File: src/rtl/input_debounce_pkg.sv
// Shared definitions for the input-conditioning stages.
//
// Contents:
//   deb_state_t  - 2-bit state encoding of the debounce FSM
//   is_pending() - true for the two states in which the stability counter runs
package input_debounce_pkg;

    typedef enum logic [1:0] {
        STABLE_LO = 2'd0,
        PEND_HI   = 2'd1,
        STABLE_HI = 2'd2,
        PEND_LO   = 2'd3
    } deb_state_t;

    function automatic logic is_pending(input deb_state_t s);
        return (s == PEND_HI) || (s == PEND_LO);
    endfunction

endpackage

File: src/rtl/input_debounce_sync_2ff.sv
// Two-flop synchronizer for a single asynchronous level.
//
// Ports:
//   CLK  in   system clock, rising edge
//   RST  in   synchronous active-high reset, clears both flops
//   D    in   asynchronous input level
//   Q    out  synchronized level (second flop)
module sync_2ff (
    input  logic CLK,
    input  logic RST,
    input  logic D,
    output logic Q
);

    logic meta;

    always_ff @(posedge CLK) begin
        if (RST) begin
            meta <= 1'b0;
            Q    <= 1'b0;
        end else begin
            meta <= D;
            Q    <= meta;
        end
    end

endmodule

File: src/rtl/input_debounce.sv
// Switch/button debouncer.
//
// RAW_IN is synchronized by sync_2ff; the FSM only looks at the synchronized
// value. A new level is accepted once it has been seen on DEBOUNCE_CYCLES+1
// consecutive edges (entry into PEND plus DEBOUNCE_CYCLES counted edges).
// All outputs are registered, so nothing combinational reaches them from RAW_IN.
//
// Ports:
//   CLK        in   system clock, rising edge
//   RST        in   synchronous active-high reset
//   RAW_IN     in   asynchronous raw switch level
//   LEVEL      out  debounced level (registered)
//   RISE       out  one-cycle pulse in the cycle LEVEL goes 0->1
//   FALL       out  one-cycle pulse in the cycle LEVEL goes 1->0
//   DBG_STATE  out  current FSM state, for observation only
//
// Handshake: none; RAW_IN is a free-running level, outputs are plain
// registered levels/pulses with no valid/ready protocol.
module input_debounce
    import input_debounce_pkg::*;
#(
    parameter int DEBOUNCE_CYCLES = 1000000,
    parameter int CNT_W           = $clog2(DEBOUNCE_CYCLES)
) (
    input  logic       CLK,
    input  logic       RST,
    input  logic       RAW_IN,
    output logic       LEVEL,
    output logic       RISE,
    output logic       FALL,
    output logic [1:0] DBG_STATE
);

    localparam logic [CNT_W-1:0] CNT_LAST = CNT_W'(DEBOUNCE_CYCLES - 1);

    logic             sync;
    deb_state_t       state, state_next;
    logic [CNT_W-1:0] cnt, cnt_next;
    logic             level_next, rise_next, fall_next;

    sync_2ff u_sync (
        .CLK (CLK),
        .RST (RST),
        .D   (RAW_IN),
        .Q   (sync)
    );

    always_ff @(posedge CLK) begin
        if (RST) begin
            state <= STABLE_LO;
            cnt   <= '0;
            LEVEL <= 1'b0;
            RISE  <= 1'b0;
            FALL  <= 1'b0;
        end else begin
            state <= state_next;
            cnt   <= cnt_next;
            LEVEL <= level_next;
            RISE  <= rise_next;
            FALL  <= fall_next;
        end
    end

    always_comb begin
        state_next = state;
        cnt_next   = cnt;
        level_next = LEVEL;
        rise_next  = 1'b0;
        fall_next  = 1'b0;
        case (state)
            STABLE_LO: begin
                level_next = 1'b0;
                if (sync) begin
                    state_next = PEND_HI;
                    cnt_next   = '0;
                end
            end
            PEND_HI: begin
                if (!sync) begin
                    state_next = STABLE_LO;
                end else if (cnt == CNT_LAST) begin
                    state_next = STABLE_HI;
                    level_next = 1'b1;
                    rise_next  = 1'b1;
                end else begin
                    cnt_next = cnt + 1'b1;
                end
            end
            STABLE_HI: begin
                level_next = 1'b1;
                if (!sync) begin
                    state_next = PEND_LO;
                    cnt_next   = '0;
                end
            end
            PEND_LO: begin
                if (sync) begin
                    state_next = STABLE_HI;
                end else if (cnt == CNT_LAST) begin
                    state_next = STABLE_LO;
                    level_next = 1'b0;
                    fall_next  = 1'b1;
                end else begin
                    cnt_next = cnt + 1'b1;
                end
            end
            default: begin
                // Unreachable encodings fall back to a quiet low state.
                state_next = STABLE_LO;
                cnt_next   = '0;
                level_next = 1'b0;
            end
        endcase
        // Counter only moves while a transition is pending; it is held otherwise.
        if (!is_pending(state) && !is_pending(state_next)) begin
            cnt_next = cnt;
        end
    end

    assign DBG_STATE = state;

endmodule
File: config.mk
export PLATFORM = sky130hd
export DESIGN_NAME = input_debounce
export DESIGN_NICKNAME = d
export VERILOG_FILES = /design/src/rtl/input_debounce_pkg.sv /design/src/rtl/input_debounce_sync_2ff.sv /design/src/rtl/input_debounce.sv
export SDC_FILE = /design/constraint.sdc
export NUM_CORES = 1
export LEC_CHECK = 0
export ABC_CLOCK_PERIOD_IN_PS = 3000
export CORE_AREA = 3 3 59 61
export DETAILED_ROUTE_END_ITERATION = 16
export DIE_AREA = 0 0 62 64
export PLACE_DENSITY = 0.79
export RECOVER_POWER = 50
export SYNTH_ARGS = -nofsm -noshare
export SYNTH_HDL_FRONTEND = slang
export SYNTH_SLANG_ARGS = --single-unit
File: constraint.sdc
create_clock -name CLK -period 3 [get_ports CLK]
set_clock_uncertainty 0.2 [all_clocks]
set_input_delay 0.3 -clock CLK [delete_from_list [all_inputs] [get_ports CLK]]
set_output_delay 0.3 -clock CLK [all_outputs]
set_load 0.005 [all_outputs]
==> results.md <==
* Leak at 0.592 nW
* Max Cap Viol at 0
* Placed Area at around 0.0017 mm2
* Pre-CTS WS at 0.519 ns
* Post-Synthesis Cells at slightly below 200
* Most common cell after layout, fill and taps aside: dfxtp_1
* Final hold slack at 0.255 ns
* Die Ht at ~64 um
* Reg-to-Reg Start: DBG_STATE[0]
* Worst Setup End Kind: flop
* Crit path DAT at 2.59 ns
* Final setup violation count at 0
* Core Region at 0.00303 mm2
* Synth-to-layout area growth at 7.12%
* Endpoints failing hold at 0
* Largest stage delay, worst path at 0.51 ns
* Gp weighted congestion at 0.830
* Worst vdd ir at 0.000309 V
* Fmax at 0.398 GHz
* Number of global-route vias before repair at 1369
* Crit-path cells: inv_1, ha_1, or4b_1, o31ai_1, o21ai_2, buf_4, or3b_1, a21oi_1
* Fin crit period at 2.52 ns
* Cell Int Power at 0.000585 W
* Worst setup SP type: flop
* Net Switching at between 0.0004 and 0.0005 W
* Clock root buffer: clkbuf_4
* Net count, final at 204
* Pwr Density at between 500 and 600 mW/mm2
* Post-route cell area at 0.00173 mm2
* First-pass GRT wire length at between 5000 and 6000 um
* Slew Limit Fails at 0
* Ant. Diodes at 0
* DR pass1 iterations at 4
* Post-synth ARST share at 0
* WL per Instance at 13.7 um
* Slew @ Worst Pin at 0.514 ns
* Clk_lat worst skew at 0.34 ns
* Post-synth cell types at 45
* Slowest-stage cell, CP: or4b_1
* Mapped Nets at 201
* PostCTS Resize Cnt at 0
* # hold bufs at CTS at 0
* CTS tree: yes
* ANT nets after route at 0
* Layout cells sized above 1 at 0.0667
* Maximum number of pins on one net before global-route repair at 32
* Row count at 20
* Ys flop type: dfxtp_1
* Post-synthesis sequential element count at 27
* Crit path from: DBG_STATE[0]
* Worst EP required at 3.07 ns
* Final Total Pwr at approximately 0.001 W
* Relative slew slack at 0.656
* Synth Warn # at 0
* Setup total negative slack at 0 ns
* Post-CTS Setup Repair Bufs at 0
* Synth Cell Area at 0.00162 mm2
* Boundary Pins at 8
* Aggregate routed wire length at 3270 um
* Syn_area_per_cell at around 8.4 um2
* Post-DP HPWL at 2370 um
* Critical path type: reg2reg
* Fin crit share at 0.839
* CTS sink cnt at 27
* CP max FO at 31
* Sw frac at 0.414
* Number of port buffers at 7
* Setup slack after layout at just under 0.5 ns
* Post-synth EDFFs at 0
* Initial antenna violation count at 0
* H-Tree Depth at 1
* Clk pwr share at 0.165
* Commonest cells after routing, fill and taps aside: 27 x dfxtp_1, 26 x nand2_1, 16 x a21oi_1
* Status: finished clean
* Comb power frac at 0.435
* Post-route DRC at 0
* Sequential element share of the synthesized area at 0.334
* R2R Setup Slk at 0.48 ns
* Initial Util at 0.534
* Clk slew on worst S/H paths at approximately 0.14 ns
* Worst flop-to-flop path endpoint: cnt[1]
* Drt initial violations at ~160
* Total GRT Usage at 0.192
* Die Span X at just over 60 um
* CTS Buf Count at 3
* Die ar. at 0.00397 mm2
* Max clock buf depth at 2
* Sequential Power Share at 0.400
* DR vias/cell at 6.01
* Worst setup path end: cnt[1]
* Via count at 1436
* Unrepaired setup endpoints after global routing: no
* R2r worst-path depth at 8
* Hold Crit Class: reg2reg
* Total grt overflow at 0
==> routing by layer <==
metal  up-vias  share of wire  global-route usage
met4         0          0.022               0.106
met2        31           0.49               0.291
li1        724              -                   -
met3         7          0.033              0.0364
met5         -              0                   0
met1       674           0.46               0.246
==> area by class of cell <==
class	instances	area [um2]
fillers	259	1290
clock inverters	1	7.51
inverters	7	26.3
repair buffers	10	92.6
multi-input cells	147	988
well taps	44	55.1
flip-flops and latches	27	541
clock buffers	3	22.5
==> synth_stat cells, types with 2 or more instances <==
cell type   n  area [um2]
dfxtp_1    27         541
nand2_1    26        97.6
a21oi_1    16        80.1
mux2i_1    10         100
nand2b_1   10        62.6
nand3_1    10        50.1
a2111o_1    9         101
clkbuf_1    7        26.3
inv_1       7        26.3
and3_1      5        31.3
ha_1        5        62.6
nand4_1     5        31.3
o2111ai_1   5        43.8
o21ai_0     5        25.0
o21ai_1     4        20.0
nor2_1      3        11.3
nor3_1      3        15.0
or2_2       3        18.8
and4_1      2        17.5
buf_2       2        10.0
nand4b_1    2        17.5
nor2b_1     2        12.5
nor4_1      2        12.5
o31ai_1     2        15.0
==> cell families after synthesis <==
logic type | count (synthesis) | share of synthesized area
and+or+nand+nor | 81 | 0.278
AOI/OAI and AO/OA | 51 | 0.234
DFF | 27 | 0.334
buffers and inverters | 19 | 0.0526
muxes | 10 | 0.0619
adders and majority gates | 5 | 0.0387
==> state kept, by name (all words and copies together), names as in the netlist <==
register	flops
RISE	1
u_sync.Q	1
LEVEL	1
u_sync.meta	1
DBG_STATE	2
FALL	1
cnt	20
==> worst max-delay path: cells and delay by family, from the launching register on <==
kind,cells,cell delay (ns)
AO/OA/AOI/OAI,3,0.33
adder cells (fa/ha/maj),1,0.25
buffers and inverters,2,0.32
flip-flops,1,0.47
AND/OR/NAND/NOR,2,0.88
==> how the worst min path moves through the flow <==
stage	startpoint	end	slack, ns	depth (start not counted)
CTS	u_sync.meta	u_sync.Q	0.26	1
finish	u_sync.meta	u_sync.Q	0.25	1
global route	u_sync.meta	u_sync.Q	0.28	1
global placement	u_sync.meta	u_sync.Q	0.22	1
floorplan	u_sync.meta	u_sync.Q	0.21	1
detailed placement	u_sync.meta	u_sync.Q	0.23	1
==> stage by stage <==
stage | util | cells
after floorplan | - | 193
after global placement | 0.564 | 235
after detailed placement | 0.564 | 235
after CTS | 0.574 | 239
after global routing | 0.572 | 239
final | 0.572 | 239
==> power by group through the flow <==
stage	registers, W	clock network (W)	logic, W
floorplan	0.000405	0	0.000327
detailed placement	0.000408	0	0.000438
global placement	0.000405	0	0.000413
global route	0.000403	0.000193	0.000486
CTS	0.000400	0.000170	0.000440
finish	0.000400	0.000164	0.000434
No activity file was read; power rests on OpenSTA's default activity.
